<file path="config.mk">
export PLATFORM = sky130hd
export DESIGN_NAME = axi_mux
export DESIGN_NICKNAME = d
export VERILOG_FILES = /design/src/rtl/axi_mux.sv
export SDC_FILE = /design/constraint.sdc
export NUM_CORES = 1
export LEC_CHECK = 0
export BUFFER_PORTS_ARGS = -buffer_cell sky130_fd_sc_hd__buf_2
export CAP_MARGIN = 0
export CORE_AREA = 2 2 152 154
export CTS_BUF_LIST = sky130_fd_sc_hd__clkbuf_4 sky130_fd_sc_hd__clkbuf_8 sky130_fd_sc_hd__clkbuf_16
export DETAILED_ROUTE_END_ITERATION = 8
export DIE_AREA = 0 0 154 156
export PLACE_DENSITY_LB_ADDON = 0.3
export SETUP_SLACK_MARGIN = 0.1
export SLEW_MARGIN = 15
export SYNTH_ARGS = -nofsm -noshare
export SYNTH_HDL_FRONTEND = slang
export SYNTH_SLANG_ARGS = --single-unit
</file>
<file path="constraint.sdc">
create_clock -name ACLK -period 9.75 [get_ports ACLK]
set_clock_uncertainty 0.1 [all_clocks]
set_input_delay 0.975 -clock ACLK [delete_from_list [all_inputs] [get_ports ACLK]]
set_output_delay 0.975 -clock ACLK [all_outputs]
set_load 0.02 [all_outputs]
</file>
<file path="src/rtl/axi_mux.sv">
// axi_mux: write-path AXI N:1 mux, round-robin AW, AW-ordered W, BID-routed B.
package axi_mux_pkg;
  typedef struct packed {
    logic [3:0]  AWID;
    logic [31:0] AWADDR;
    logic [7:0]  AWLEN;
    logic [2:0]  AWSIZE;
    logic [1:0]  AWBURST;
  } aw_t;
  typedef struct packed {
    logic [31:0] WDATA;
    logic [3:0]  WSTRB;
    logic        WLAST;
  } w_t;
  typedef struct packed {
    logic [3:0] BID;
  } b_t;
  typedef struct packed {
    aw_t aw;
    w_t  w;
  } mosi_data_t;
  typedef struct packed {
    b_t b;
  } miso_data_t;
  typedef struct packed {
    logic       AWVALID;
    logic       WVALID;
    logic       BREADY;
    mosi_data_t data;
  } axi_mosi_t;
  typedef struct packed {
    logic       AWREADY;
    logic       WREADY;
    logic       BVALID;
    miso_data_t data;
  } axi_miso_t;
endpackage

module axi_mux import axi_mux_pkg::*; #(
  parameter int INPUT_NUM = 3,
  parameter int ID_ROUTING [INPUT_NUM+1] = '{0, 1, 2, 3},
  parameter int W_ORDER_DEPTH = 4
) (
  input  logic      ACLK,
  input  logic      ARESET,
  input  axi_mosi_t s_axi_i [INPUT_NUM],
  output axi_miso_t s_axi_o [INPUT_NUM],
  output axi_mosi_t m_axi_o,
  input  axi_miso_t m_axi_i
);
  localparam int IW = INPUT_NUM > 1 ? $clog2(INPUT_NUM) : 1;
  localparam int PW = W_ORDER_DEPTH > 1 ? $clog2(W_ORDER_DEPTH) : 1;
  localparam logic [0:0] IDLE = 1'b0;
  localparam logic [0:0] LOCK = 1'b1;

  logic [0:0]    state;
  logic [IW-1:0] rr_ptr, lock_idx, sel, gnt, head, bk;
  logic          found, full, empty, aw_ok, w_ok, aw_hs, pop, hit;
  logic [IW-1:0] order [W_ORDER_DEPTH];
  logic [PW-1:0] wr_ptr, rd_ptr;
  logic [PW:0]   cnt;

  always_comb begin
    found = 1'b0;
    sel = '0;
    for (int j = 0; j < INPUT_NUM; j++)
      if (!found && s_axi_i[(int'(rr_ptr) + j) % INPUT_NUM].AWVALID) begin
        found = 1'b1;
        sel = IW'((int'(rr_ptr) + j) % INPUT_NUM);
      end
  end

  always_comb begin
    hit = 1'b0;
    bk = '0;
    for (int i = 0; i < INPUT_NUM; i++)
      if (!hit && int'(m_axi_i.data.b.BID) >= ID_ROUTING[i] && int'(m_axi_i.data.b.BID) < ID_ROUTING[i+1]) begin
        hit = 1'b1;
        bk = IW'(i);
      end
  end

  // LOCK can only be entered with room in the FIFO, so it never checks full
  assign full  = cnt == (PW+1)'(W_ORDER_DEPTH);
  assign empty = cnt == '0;
  assign head  = order[rd_ptr];
  assign gnt   = state == LOCK ? lock_idx : sel;
  assign aw_ok = !ARESET && (state == LOCK || (!full && found));
  assign w_ok  = !ARESET && !empty;
  assign aw_hs = m_axi_o.AWVALID && m_axi_i.AWREADY;
  assign pop   = m_axi_o.WVALID && m_axi_i.WREADY && s_axi_i[head].data.w.WLAST;

  always_comb begin
    m_axi_o = '0;
    m_axi_o.AWVALID = aw_ok && s_axi_i[gnt].AWVALID;
    m_axi_o.data.aw = s_axi_i[gnt].data.aw;
    m_axi_o.WVALID = w_ok && s_axi_i[head].WVALID;
    m_axi_o.data.w = s_axi_i[head].data.w;
    m_axi_o.BREADY = !ARESET && (hit ? s_axi_i[bk].BREADY : 1'b1);
  end

  always_comb begin
    for (int i = 0; i < INPUT_NUM; i++) begin
      s_axi_o[i] = '0;
      s_axi_o[i].AWREADY = aw_ok && gnt == IW'(i) && m_axi_i.AWREADY;
      s_axi_o[i].WREADY = w_ok && head == IW'(i) && m_axi_i.WREADY;
      s_axi_o[i].BVALID = !ARESET && hit && bk == IW'(i) && m_axi_i.BVALID;
      s_axi_o[i].data.b.BID = hit && bk == IW'(i) ? m_axi_i.data.b.BID : '0;
    end
  end

  always_ff @(posedge ACLK)
    if (aw_hs) order[wr_ptr] <= gnt;

  always_ff @(posedge ACLK) begin
    if (ARESET) begin
      state <= IDLE;
      rr_ptr <= '0;
      lock_idx <= '0;
      wr_ptr <= '0;
      rd_ptr <= '0;
      cnt <= '0;
    end else begin
      if (aw_hs) begin
        wr_ptr <= wr_ptr + 1'b1;
        rr_ptr <= gnt == IW'(INPUT_NUM-1) ? '0 : gnt + 1'b1;
        state <= IDLE;
      end else if (state == IDLE && m_axi_o.AWVALID) begin
        state <= LOCK;
        lock_idx <= sel;
      end
      if (pop) rd_ptr <= rd_ptr + 1'b1;
      cnt <= cnt + (PW+1)'(aw_hs) - (PW+1)'(pop);
    end
  end
endmodule
</file>
# --- Yosys cells after proc, flatten, opt, wreduce, memory -nomap -nowiden ---
# Memories as Yosys holds them, arrays and structs flattened. A register that Yosys moved wholly into a read port is not among the register bits.
# Cells that the tools add are included.
classes:
  eq_ne: 7
  n_lt_le_gt_ge: 11
  n_addsub: 7
  muxes: 39
  n_bitwise: 8
  div_mod_pow: 3
  n_reduce_logical: 52
ops:
  columns: ["op", "n"]
  rows:
  - ["89-bit binary-select mux with 2-bit select", 6]
  - ["89-bit two-way mux", 8]
  - ["88-bit two-way mux", 2]
  - ["87-bit two-way mux", 2]
  - ["32-bit by 3-bit >= comparator with 1-bit output (second input constant)", 3]
  - ["32-bit NOT", 3]
  - ["32-bit by 3-bit remainder unit with 32-bit output (second input constant)", 2]
  - ["1-bit logical AND", 38]
  - ["3-bit by 3-bit remainder unit with 32-bit output (second input constant)", 1]
  - ["2-bit two-way mux", 8]
  - ["4-bit two-way mux", 3]
  - ["1-bit two-way mux", 10]
  - ["3-bit >= comparator (second input constant)", 3]
  - ["2-bit NOT with 3-bit output", 3]
  - ["4-bit by 2-bit less-than comparator with 1-bit output (second input constant)", 2]
  - ["1-bit logical NOT", 7]
  - ["2-bit by 1-bit adder with 2-bit output (second input constant)", 3]
  - ["2-bit by 1-bit equality test with 1-bit output (second input constant)", 3]
  - ["2-bit equality test (second input constant)", 3]
  - ["2-bit logical NOT", 3]
  - ["4-bit by 1-bit >= comparator with 1-bit output (second input constant)", 1]
  - ["4-bit by 2-bit >= comparator with 1-bit output (second input constant)", 1]
  - ["4-bit by 1-bit less-than comparator with 1-bit output (second input constant)", 1]
  - ["2-bit by 1-bit adder with 3-bit output (second input constant)", 1]
  - ["9 further kinds", 10]
word_totals:
  mem_bits_rw: 8
  in_bits: 276
  word_cells: 134
  out_inout_bits: 110
  reg_bits: 12
  n_memories: 1
memory_table:
  columns: ["memory", "words", "width", "rd", "rd_ports_with_merged_regs", "write_ports", "line", "source"]
  rows:
  - ["order", 4, 2, 1, 1, 1, "59", "logic [IW-1:0] order [W_ORDER_DEPTH];"]

# --- Depth between registers and ports, before layout ---
# Gate-level depths: netlist of run 1.
logic_depth:
  depth_word: 21
  depth_mapped: 16
  ltp_nobuf: 14

# --- Worst setup path after synthesis of run 1 ---
# OpenSTA, ideal clock, no wires.
synth_path:
  path_type: "in2out"
  from: "input s_axi_i[177] in the netlist's numbering"
  to: "output m_axi_o[72] in the netlist's numbering"
  path_stages: 9
  path_buffers: 3
  setup_slack_ps: 6009
  arrival_ps: 2666
  t_required_ps: 8675
  cell_sequence: "buf_2 nand3b_1 o21a_1 o2111ai_2 a221oi_2 buf_2 buf_2 nand2_1 o21ai_1"
synth_rtl:
  columns: ["element", "line", "source"]
  rows:
  - ["from (decl)", "46", "input axi_mosi_t s_axi_i [INPUT_NUM],"]
  - ["to (decl)", "48", "output axi_mosi_t m_axi_o,"]

==> flow_summary.rst, run 1 <==
.. list-table::
   :header-rows: 1

   * - Metric
     - Value
   * - Final Non-Filler Cells
     - 1,095
   * - Area growth, synth to finish
     - 65.2%
   * - Total Routing Usage GR
     - 12.6%
   * - Number of buffers inserted by post-CTS setup repair
     - 0
   * - Footprint of the multi-input gates
     - 2610 µm²
   * - Hold Worst Slack
     - 351 ps
   * - Hold Crit Start
     - lock_idx[1]$_SDFFE_PP0P_
   * - Routed vias/inst
     - 4.18
   * - Post-synthesis cell area
     - 3360 µm²
   * - Internal reg-to-reg setup slack
     - 5460 ps
   * - Type of origin of the critical path
     - flip-flop
   * - Element type at the critical path end
     - output port
   * - Clock tree root driver cell
     - sky130_fd_sc_hd__clkbuf_16
   * - Post-route cell area
     - 5550 µm²
   * - Worst r2r path cells
     - 14
   * - Layout cell share with drive strength beyond 1
     - 48.9%
   * - Number of global-route vias before repair
     - 4,302
   * - Post-CTS clock slew at the launch and capture registers of the worst setup and hold paths
     - 60 ps
   * - Signal arrival time at the worst endpoint
     - 3750 ps
   * - Top fanout value on the critical path
     - 58
   * - Count of nets after finishing
     - 1,097
   * - CTS buffer count
     - 3
   * - Number of buffers on the longest clock path
     - 2
   * - Row count
     - 55
   * - Clock insertion delay at the later pin of the skew report
     - 250 ps
   * - Transition at the pin with the smallest max-transition slack
     - 1040 ps
   * - Top FF cell, synth
     - sky130_fd_sc_hd__dfxtp_1
   * - Worst hold path depth
     - 2
   * - Number of warnings printed during yosys synthesis
     - 0
   * - Relative max-transition margin
     - 30.1%
   * - Worst setup slack after placement
     - 4940 ps
   * - Maximum clock frequency
     - 207 MHz
   * - Maximum number of pins on one net before global-route repair
     - 59
   * - Result of the run
     - finished clean
   * - Fill cells
     - 2,531
   * - Portion of the clock cycle consumed by the worst path in the final layout
     - 49.5%
   * - Path category of the worst min-delay check
     - flip-flop to flip-flop
   * - Standard cell core area
     - 22,400 µm²
   * - End-of-flow core utilization
     - 24.8%
   * - VDD IR-drop max
     - 0.000226 V
   * - Number of gates resized after cts
     - 0
   * - Number of antenna violations at the first check in global routing
     - 4
   * - Hold endpoint
     - lock_idx[1]$_SDFFE_PP0P_
   * - Sum of net half-perimeters after detailed placement
     - 14.1 mm
   * - Leakage power
     - 2.88 nW
   * - CTS tree
     - done
   * - Type of the setup path with the least slack
     - flip-flop to output port
   * - WL per Instance
     - 15.3 µm
   * - Final antenna-violating net count
     - 0
   * - Hold_buf cts
     - 0
   * - Instance area at placement
     - 5440 µm²
   * - Worst flop-to-flop path startpoint
     - rr_ptr[0]$_SDFFE_PP0P_
   * - Gate count of the mapped netlist
     - 459
   * - Hold Fails Final Rpt
     - 0
   * - Summed negative setup slack over all endpoints
     - 0 ps
   * - Max-cap viol count
     - 0
   * - Last weighted congestion value of the routability-driven placer
     - 0.804
   * - Final Routed Wirelength
     - 16.8 mm
   * - Power, Total
     - 1.60 mW
   * - I/O pin count
     - 386
   * - Total instance count after detailed placement
     - 1,090
   * - Via count
     - 4,574
   * - Finish-stage setup viols
     - 0
   * - P per Cell Area
     - 289 nW/µm²
   * - Max Slew Vio Count
     - 0
   * - Die area
     - 24,000 µm²
   * - Number of clock sinks seen by CTS
     - 22
   * - DR pass1 iterations
     - 4
   * - Unrepaired setup endpoints after global routing
     - no
   * - DR DRC count
     - 0
   * - Number of enable-type register cells in the synthesized netlist
     - 8
   * - Effective utilization at floorplan
     - 15.0%
   * - Die span in x
     - 154 µm
   * - Yosys reg bits
     - 22
   * - Slack of the critical path
     - 4920 ps
   * - Synthesized area per cell
     - 7.31 µm²
   * - Number of distinct library cells after synthesis
     - 55
   * - Async SR Flop Fraction
     - 0%
   * - Number of DRC markers after the initial detailed-route iteration
     - 236
   * - I/O Buffers
     - 375
   * - Fin crit period
     - 4830 ps
   * - Sequential cell area fraction in the yosys report
     - 15.5%
   * - Vert. Die Dim
     - 156 µm
   * - Overflow left after global routing
     - 0
   * - Crit Reg-Reg Endpoint
     - cnt[2]$_SDFF_PP0_
   * - Critical Path RT
     - 8680 ps
   * - Combined flip-flop and latch cell area
     - 520 µm²
   * - H-tree levels
     - 1
   * - Global-route wire length before repair
     - 23.5 mm
[report_power, final]
group / total, mW / leakage [nW] / internal, mW / switching [mW]
clock network: 0.116 / 0.0511 / 0.0815 / 0.0341
registers: 0.129 / 0.187 / 0.117 / 0.0128
logic: 1.36 / 2.64 / 0.485 / 0.873
[Yosys cell counts, types with 2 or more instances]
cell type,n,area [µm²]
sky130_fd_sc_hd__nor4b_1,2,17.5
sky130_fd_sc_hd__and3_1,8,50.1
sky130_fd_sc_hd__buf_2,8,40.0
sky130_fd_sc_hd__nor2b_1,4,25.0
sky130_fd_sc_hd__a31oi_1,2,12.5
sky130_fd_sc_hd__or2_1,2,12.5
sky130_fd_sc_hd__nor2_1,19,71.3
sky130_fd_sc_hd__nand2b_1,4,25.0
sky130_fd_sc_hd__mux4_2,2,45.0
sky130_fd_sc_hd__inv_1,10,37.5
sky130_fd_sc_hd__edfxtp_1,8,240
sky130_fd_sc_hd__o21ai_0,40,200
sky130_fd_sc_hd__nor3b_1,2,15.0
sky130_fd_sc_hd__nand3_1,4,20.0
sky130_fd_sc_hd__o31ai_1,2,15.0
sky130_fd_sc_hd__mux2i_1,96,961
sky130_fd_sc_hd__clkbuf_1,17,63.8
sky130_fd_sc_hd__buf_4,15,113
sky130_fd_sc_hd__and2_1,5,31.3
sky130_fd_sc_hd__nand2_1,95,357
sky130_fd_sc_hd__xnor2_1,2,17.5
sky130_fd_sc_hd__dfxtp_1,14,280
sky130_fd_sc_hd__o21ai_1,48,240
sky130_fd_sc_hd__o21a_1,2,15.0
sky130_fd_sc_hd__a21oi_1,5,25.0
sky130_fd_sc_hd__ha_1,10,125
sky130_fd_sc_hd__nor3_1,5,25.0
[cell usage in the layout, fill, tap and decap left out, types with 3 or more instances in the layout]
cell	count
sky130_fd_sc_hd__buf_4	4
sky130_fd_sc_hd__buf_2	375
sky130_fd_sc_hd__edfxtp_1	8
sky130_fd_sc_hd__ha_1	10
sky130_fd_sc_hd__clkbuf_16	3
sky130_fd_sc_hd__o21ai_0	40
sky130_fd_sc_hd__nor2b_1	4
sky130_fd_sc_hd__nand2_1	94
sky130_fd_sc_hd__conb_1	10
sky130_fd_sc_hd__o21ai_1	48
sky130_fd_sc_hd__dfxtp_1	14
sky130_fd_sc_hd__nor3_1	5
sky130_fd_sc_hd__and2_1	4
sky130_fd_sc_hd__a21oi_1	5
sky130_fd_sc_hd__inv_1	10
sky130_fd_sc_hd__nand2b_1	4
sky130_fd_sc_hd__nor2_1	19
sky130_fd_sc_hd__mux2i_1	96
sky130_fd_sc_hd__nand3_1	4
sky130_fd_sc_hd__and3_1	8
[metal layers]
layer	wire length, µm	global-route usage, %	share of wire (%)
met1	6370	14.0	38
met2	8940	25.3	53
met3	1260	2.22	7.5
met4	205	2.05	1.2
met5	0	0	0
[state kept, by name, indices dropped and copies added (netlist names), named ones only]
signal and count:
cnt 3, lock_idx 2, order 8, rd_ptr 2
rr_ptr 2, state 1, wr_ptr 2
[critical path, cell delays in order (launching register included)]
cell and delay (ps):
sky130_fd_sc_hd__dfxtp_1 360, sky130_fd_sc_hd__inv_1 90, sky130_fd_sc_hd__ha_1 540, sky130_fd_sc_hd__mux2i_1 230
sky130_fd_sc_hd__o221ai_1 180, sky130_fd_sc_hd__a31oi_1 360, sky130_fd_sc_hd__and2_4 830, sky130_fd_sc_hd__mux2i_1 480
sky130_fd_sc_hd__o21ai_1 170, sky130_fd_sc_hd__buf_2 230
[cells by family after synthesis]
group	after synthesis	synth area share (%)
xor gates and xnor gates	3	0.783
other	1	0.112
adders and majority gates	11	4.32
muxes	100	30.7
buffers and inverters	53	8.13
DFF	22	15.5
AOI/OAI and AO/OA	112	19.1
and+or+nand+nor	157	21.3
[how the worst max path moves through the flow]
stage                      startpoint          end  slack [ps]
3_5_place_dp              s_axi_i[88]  m_axi_o[68]        4940
4_1_cts        rr_ptr[0]$_SDFFE_PP0P_  m_axi_o[68]        4800
6_report       rr_ptr[0]$_SDFFE_PP0P_  m_axi_o[69]        4920
5_1_grt        rr_ptr[0]$_SDFFE_PP0P_  m_axi_o[68]        4620
2_1_floorplan            s_axi_i[177]  m_axi_o[72]        6010
3_3_place_gp              s_axi_i[88]  m_axi_o[68]        4990
[final cells by class]
class	count	area share, %
inverters	11	0.744
clock buffers	3	1.35
diodes	1	0.0451
clock inverters	1	0.541
multi-input cells	393	47.1
flip-flops and latches	22	9.38
well taps	285	6.43
repair buffers	379	34.4
(Power assumes the default switching activity.)
==> inputs of run 2 (changes only) <==
- clock period: 9.75 -> 4 ns (I/O delays scaled with it)
==> run 2 against run 1 <==
Net effect: routed wire length increased by 1.1%; combinational power up 150%; setup slack worse by 4600 ps; clock-buffer cell count is the same; sequential share of layout area down 0.088 points; critical path depth grew 1; die area is the same; largest power group unchanged.
==> flow_summary.rst, run 2 (synthesis results as in run 1) <==
.. list-table::
   :header-rows: 1

   * - Metric
     - Value
   * - Clock insertion delay at the later pin of the skew report
     - 260 ps
   * - Clock tree root driver cell
     - sky130_fd_sc_hd__clkbuf_16
   * - Standard cell core area
     - 22,400 µm²
   * - Hold Fails Final Rpt
     - 0
   * - Leakage power
     - 2.90 nW
   * - Number of flip-flops under the largest register name
     - 8
   * - Type of the setup path with the least slack
     - flip-flop to output port
   * - Transition at the pin with the smallest max-transition slack
     - 646 ps
   * - Leading cell types in the layout, fill and taps excluded
     - 375 x sky130_fd_sc_hd__buf_2, 95 x sky130_fd_sc_hd__mux2i_1, 94 x sky130_fd_sc_hd__nand2_1, 48 x sky130_fd_sc_hd__o21ai_1, 40 x sky130_fd_sc_hd__o21ai_0
   * - Hold Worst Slack
     - 355 ps
   * - Layout cell share with drive strength beyond 1
     - 49.3%
   * - Register ranked first by flip-flop count
     - order
   * - Signal arrival time at the worst endpoint
     - 3170 ps
   * - Effective utilization at floorplan
     - 15.0%
   * - Cell with the largest stage delay on the worst path
     - sky130_fd_sc_hd__ha_2
   * - VDD IR-drop max
     - 0.000465 V
   * - Net switching power
     - 2.25 mW
   * - Combinational power share
     - 85.1%
   * - Die span in x
     - 154 µm
   * - Top fanout value on the critical path
     - 57
   * - Biggest regs
     - order (8), cnt (3)
   * - Count of nets after finishing
     - 1,099
   * - Number of clock sinks seen by CTS
     - 22
   * - DR DRC count
     - 0
   * - Post-CTS clock slew at the launch and capture registers of the worst setup and hold paths
     - 60 ps
   * - I/O pin count
     - 386
   * - Critical Path RT
     - 3500 ps
   * - Instance area at placement
     - 5480 µm²
   * - Final antenna-violating net count
     - 0
   * - Number of buffers and inverters on the critical path
     - 3
   * - Final Routed Wirelength
     - 17.0 mm
   * - Via count
     - 4,582
   * - Worst setup slack after placement
     - 376 ps
   * - Fin crit period
     - 3670 ps
   * - Routed vias/inst
     - 4.18
   * - Highest cell delay on the worst timing path
     - 440 ps
   * - Portion of the clock cycle consumed by the worst path in the final layout
     - 91.8%
   * - Unrepaired setup endpoints after global routing
     - no
   * - Slack of the critical path
     - 326 ps
   * - Fill cells
     - 2,523
   * - Max Slew Vio Count
     - 0
   * - Row count
     - 55
   * - Most prevalent standard cell on the critical path
     - sky130_fd_sc_hd__mux2i_1
   * - Relative max-transition margin
     - 56.9%
   * - Summed negative setup slack over all endpoints
     - 0 ps
   * - End-of-flow core utilization
     - 25.0%
   * - Last weighted congestion value of the routability-driven placer
     - 0.792
   * - Maximum clock frequency
     - 272 MHz
   * - Most common cell after layout, fill and taps aside
     - sky130_fd_sc_hd__buf_2
   * - Element type at the critical path end
     - output port
   * - Number of global-route vias before repair
     - 4,303
   * - H-tree levels
     - 1
   * - Antenna cell count
     - 0
   * - Hold_buf cts
     - 0
   * - Maximum number of pins on one net before global-route repair
     - 58
   * - Type of origin of the critical path
     - flip-flop
   * - Vert. Die Dim
     - 156 µm
   * - Number of DRC markers after the initial detailed-route iteration
     - 197
   * - CTS buffer count
     - 3
   * - Area growth, synth to finish
     - 66.8%
   * - Flop pwr share
     - 7.8%
   * - Total Routing Usage GR
     - 12.8%
   * - Number of buffers on the longest clock path
     - 2
   * - Global-route wire length before repair
     - 23.9 mm
   * - WL per Instance
     - 15.5 µm
   * - Sum of net half-perimeters after detailed placement
     - 14.5 mm
   * - Die area
     - 24,000 µm²
   * - Largest delay share family, worst path
     - multiplexers
   * - Post-route cell area
     - 5600 µm²
   * - Overflow left after global routing
     - 0
   * - Result of the run
     - finished clean
   * - Switching power share of the total
     - 56.6%
   * - P per Cell Area
     - 711 nW/µm²
   * - Number of buffers inserted by post-CTS setup repair
     - 0
   * - Finish-stage setup viols
     - 0
   * - Worst-path cell chain
     - inv_1 > ha_2 > mux2i_1 > o221ai_1 > a31oi_1 > and2_4 > buf_12 > mux2i_1 > o21ai_1 > buf_2
   * - Number of antenna violations at the first check in global routing
     - 3
   * - DR pass1 iterations
     - 4
   * - I/O Buffers
     - 375
   * - CTS tree
     - done
   * - Path category of the worst min-delay check
     - flip-flop to flip-flop
   * - Clock network fraction of design power
     - 7.0%
   * - Max-cap viol count
     - 0
   * - Internal power
     - 1.73 mW
## run 2: cell types whose count changed in the layout (fill, tap and decap cells not counted), sizes merged
cell / previous run / this run
buf: 379 / 381
diode: 1 / 0
## run 2: final timing paths
| path | from | to | slack [ps] | depth (start not counted) |
|---|---|---|---|---|
| max | rr_ptr[0]$_SDFFE_PP0P_ | m_axi_o[77] | 330 | 10 |
| min | rd_ptr[1]$_SDFFE_PP0P_ | rd_ptr[1]$_SDFFE_PP0P_ | 350 | 1 |
| max reg2reg | rr_ptr[0]$_SDFFE_PP0P_ | cnt[2]$_SDFF_PP0_ | 530 | 14 |
| min reg2reg | rd_ptr[1]$_SDFFE_PP0P_ | rd_ptr[1]$_SDFFE_PP0P_ | 350 | 1 |
## run 2: final cells by class
class / instances / area (µm²) / area share, %
Sequential cell: 22 / 520 / 9.30
Tap cell: 285 / 357 / 6.37
Clock buffer: 3 / 75.1 / 1.34
Inverter: 11 / 41.3 / 0.737
Multi-Input combinational cell: 393 / 2630 / 46.9
Clock inverter: 1 / 30.0 / 0.536
Timing Repair Buffer: 381 / 1950 / 34.8
## run 2: through the flow
stage,instances,power (mW)
after CTS,1096,4.01
final,1096,3.98
after global placement,1092,3.72
after global routing,1096,4.28
after detailed placement,1092,3.71
after floorplan,468,2.65
## run 2: timing repair
action                                  in CTS  in global routing
endpoints found under the setup margin       1                  4
resized for setup                            1                  2
cloned                                       0                  0
## run 2: power groups by stage
stage               clock (mW)  sequential, mW  combinational, mW
finish                   0.279           0.312               3.39
global route             0.296           0.318               3.67
CTS                      0.287           0.312               3.41
detailed placement           0           0.317               3.39
global placement             0           0.317               3.40
floorplan                    0           0.309               2.34
## run 2: worst register-to-register path, delay by kind of cell, from the launching register on
family | cells | cell delay (ps)
xor gates and xnor gates | 2 | 300
DFF | 1 | 360
muxes | 2 | 560
adders and majority gates | 3 | 960
buffers and inverters | 2 | 130
AOI/OAI and AO/OA | 2 | 510
and+or+nand+nor | 3 | 430
## run 2: metal layers
metal  GRT usage, %  part of all wire [%]  up-vias
met3           2.22                   7.9       12
met1           14.2                    38     2008
li1               -                     -     2304
met2           26.2                    54      258
met5              0                     0        -
met4           1.07                  0.58        0
==> inputs of run 3 (changes only) <==
- ABC_AREA: default -> 1
- CORE_AREA: 2 2 152 154 -> 2 2 151 153
- DIE_AREA: 0 0 154 156 -> 0 0 153 155
==> run 3 against run 2 <==
Net effect: clock-buffer cell count stayed put; worst hold slack worse by 52 ps; setup slack gained 190 ps; synthesized cell count increased by 33%; final area shrank 1.7%; register-to-register slack gained 180 ps; sequential cell count is the same; routed wire length up 2.3%; power down 27%; non-clock buffer count grew 1; critical path type unchanged; largest cell class unchanged; largest power group unchanged; highest routed layer is now met5.
==> flow_summary.rst, run 3 <==
.. list-table::
   :header-rows: 1

   * - Metric
     - Value
   * - Number of antenna violations at the first check in global routing
     - 6
   * - Portion of the clock cycle consumed by the worst path in the final layout
     - 87.2%
   * - Sum of net half-perimeters after detailed placement
     - 14.3 mm
   * - Highest cell delay on the worst timing path
     - 510 ps
   * - Largest delay share family, worst path
     - buffers and inverters
   * - Gate count of the mapped netlist
     - 611
   * - Post-route cell area
     - 5500 µm²
   * - Standard cell core area
     - 22,200 µm²
   * - Sequential cell area fraction in the yosys report
     - 15.7%
   * - Max-cap viol count
     - 0
   * - Biggest regs
     - order (8), cnt (3)
   * - Signal arrival time at the worst endpoint
     - 2990 ps
   * - H-tree levels
     - 1
   * - Overflow left after global routing
     - 0
   * - Leading cell types in the layout, fill and taps excluded
     - 375 x sky130_fd_sc_hd__buf_2, 209 x sky130_fd_sc_hd__nand2_1, 205 x sky130_fd_sc_hd__nand3_1, 42 x sky130_fd_sc_hd__inv_1, 27 x sky130_fd_sc_hd__nor2_1
   * - Leakage power
     - 3.14 nW
   * - Result of the run
     - finished clean
   * - VDD IR-drop max
     - 0.000283 V
   * - Number of flip-flops under the largest register name
     - 8
   * - Area share of the largest cell type after synthesis
     - 30.9%
   * - Type of the setup path with the least slack
     - flip-flop to output port
   * - WL per Instance
     - 13.9 µm
   * - Number of gates resized after cts
     - 0
   * - Clock insertion delay at the later pin of the skew report
     - 260 ps
   * - I/O Buffers
     - 375
   * - DR DRC count
     - 0
   * - Transition at the pin with the smallest max-transition slack
     - 700 ps
   * - Total Routing Usage GR
     - 13.1%
   * - Vert. Die Dim
     - 155 µm
   * - CTS buffer count
     - 3
   * - Library cell with the highest instance count after synthesis
     - sky130_fd_sc_hd__nand2_1
   * - Element type at the critical path end
     - output port
   * - Instance area at placement
     - 5380 µm²
   * - Hold Fails Final Rpt
     - 0
   * - Number of enable-type register cells in the synthesized netlist
     - 8
   * - Path category of the worst min-delay check
     - input pin to flip-flop
   * - Global-route wire length before repair
     - 25.3 mm
   * - Via count
     - 5,321
   * - Final Routed Wirelength
     - 17.3 mm
   * - Final antenna-violating net count
     - 0
   * - Number of clock sinks seen by CTS
     - 22
   * - Most common cell after layout, fill and taps aside
     - sky130_fd_sc_hd__buf_2
   * - Number of DRC markers after the initial detailed-route iteration
     - 307
   * - Yosys reg bits
     - 22
   * - Top fanout value on the critical path
     - 55
   * - Cell with the largest stage delay on the worst path
     - sky130_fd_sc_hd__buf_4
   * - Clock tree root driver cell
     - sky130_fd_sc_hd__clkbuf_16
   * - I/O pin count
     - 386
   * - P per Cell Area
     - 529 nW/µm²
   * - Fin crit period
     - 3490 ps
   * - Top FF cell, synth
     - sky130_fd_sc_hd__dfxtp_1
   * - Post-CTS clock slew at the launch and capture registers of the worst setup and hold paths
     - 60 ps
   * - Number of warnings printed during yosys synthesis
     - 0
   * - Unrepaired setup endpoints after global routing
     - no
   * - Routed vias/inst
     - 4.26
   * - Count of nets after finishing
     - 1,249
   * - Die span in x
     - 153 µm
   * - Most prevalent standard cell on the critical path
     - sky130_fd_sc_hd__nand2_1
   * - Number of buffers inserted by post-CTS setup repair
     - 0
   * - CTS tree
     - done
   * - Dominant cell type by area after synthesis
     - sky130_fd_sc_hd__nand3_1
   * - DR pass1 iterations
     - 6
   * - Row count
     - 55
   * - Hold_buf cts
     - 0
   * - Type of origin of the critical path
     - flip-flop
   * - Relative max-transition margin
     - 53.2%
   * - Maximum clock frequency
     - 287 MHz
   * - Die area
     - 23,700 µm²
   * - Number of distinct library cells after synthesis
     - 35
   * - Number of global-route vias before repair
     - 5,011
   * - Register ranked first by flip-flop count
     - order
   * - Async SR Flop Fraction
     - 0%
   * - Top cells by count, synth
     - 209 x sky130_fd_sc_hd__nand2_1, 205 x sky130_fd_sc_hd__nand3_1, 42 x sky130_fd_sc_hd__inv_1, 27 x sky130_fd_sc_hd__nor2_1, 19 x sky130_fd_sc_hd__buf_4
   * - Summed negative setup slack over all endpoints
     - 0 ps
   * - Power, Total
     - 2.91 mW
   * - Worst-path cell chain
     - inv_1 > ha_1 > inv_2 > nand2_1 > inv_1 > nand2_1 > nand2_1 > nand3_1 > nand2_1 > inv_1 > nand3_2 > nand2_2 > inv_2 > buf_4 > nand3_1 > nand3_1 > buf_2
   * - Max Slew Vio Count
     - 0
   * - Number of buffers and inverters on the critical path
     - 7
   * - Critical Path RT
     - 3500 ps
   * - Number of buffers on the longest clock path
     - 2
   * - Area growth, synth to finish
     - 65.6%
   * - Synthesized area per cell
     - 5.44 µm²
   * - Post-synthesis cell area
     - 3320 µm²
   * - Finish-stage setup viols
     - 0
   * - Maximum number of pins on one net before global-route repair
     - 102
   * - Effective utilization at floorplan
     - 15.0%
   * - Synth area leaders
     - sky130_fd_sc_hd__nand3_1 31%, sky130_fd_sc_hd__nand2_1 24%, sky130_fd_sc_hd__dfxtp_1 8.4%
   * - Last weighted congestion value of the routability-driven placer
     - 0.881
   * - Layout cell share with drive strength beyond 1
     - 42.2%
run 3: cell types whose count changed after synthesis, sizes merged, moves of 5 or more:
cell	before	now
clkbuf	17	10
and3	8	1
nand2	95	213
nand4	0	7
o21ai	88	7
nor2b	5	0
mux2i	96	0
nor2	21	28
buf	25	36
inv	11	49
nand3	4	209
run 3: area by class of cell:
class                   instances  area (µm²)
diodes                          2        5.00
clock buffers                   3        75.1
clock inverters                 1        30.0
fillers                      2547       16700
inverters                      49         184
multi-input cells             504        2390
flip-flops and latches         22         520
well taps                     285         357
repair buffers                382        1940
run 3: cell families after synthesis:
logic type | synth area share, %
AND/OR/NAND/NOR | 62.8
buffers and inverters | 13.7
flip-flops | 15.7
AO/OA/AOI/OAI | 3.09
adder cells (fa/ha/maj) | 4.37
XOR/XNOR | 0.264
other | 0.113
run 3: power by group:
group	switching (mW)	internal, mW	total [mW]	leakage [nW]
Sequential	0.0191	0.269	0.288	0.188
Clock	0.0817	0.199	0.280	0.0511
Combinational	1.58	0.760	2.34	2.90
run 3: stage by stage:
stage | util [%] | setup slack [ps] | std cells | hold slack (ps)
after floorplan | - | 978 | 620 | 339
after global placement | 24.2 | 561 | 1241 | 360
after detailed placement | 24.2 | 556 | 1241 | 366
after CTS | 24.7 | 256 | 1245 | 302
after global routing | 24.8 | 252 | 1248 | 325
final | 24.8 | 513 | 1248 | 303
run 3: worst paths after layout:
check	from	slack (ps)	to	cells past startpoint
max	rr_ptr[0]$_SDFFE_PP0P_	510	m_axi_o[40]	17
min	ARESET	300	wr_ptr[0]$_SDFFE_PP0P_	2
max reg2reg	rr_ptr[0]$_SDFFE_PP0P_	710	cnt[2]$_SDFF_PP0_	19
min reg2reg	cnt[2]$_SDFF_PP0_	380	cnt[2]$_SDFF_PP0_	1
run 3: routing by layer:
metal | vias to the layer above | global-route usage [%] | wire length (µm)
met1 | 2321 | 13.2 | 6180
met4 | 2 | 2.78 | 406
met2 | 269 | 27.2 | 9470
li1 | 2701 | - | -
met5 | - | 0 | 13
met3 | 28 | 2.87 | 1270
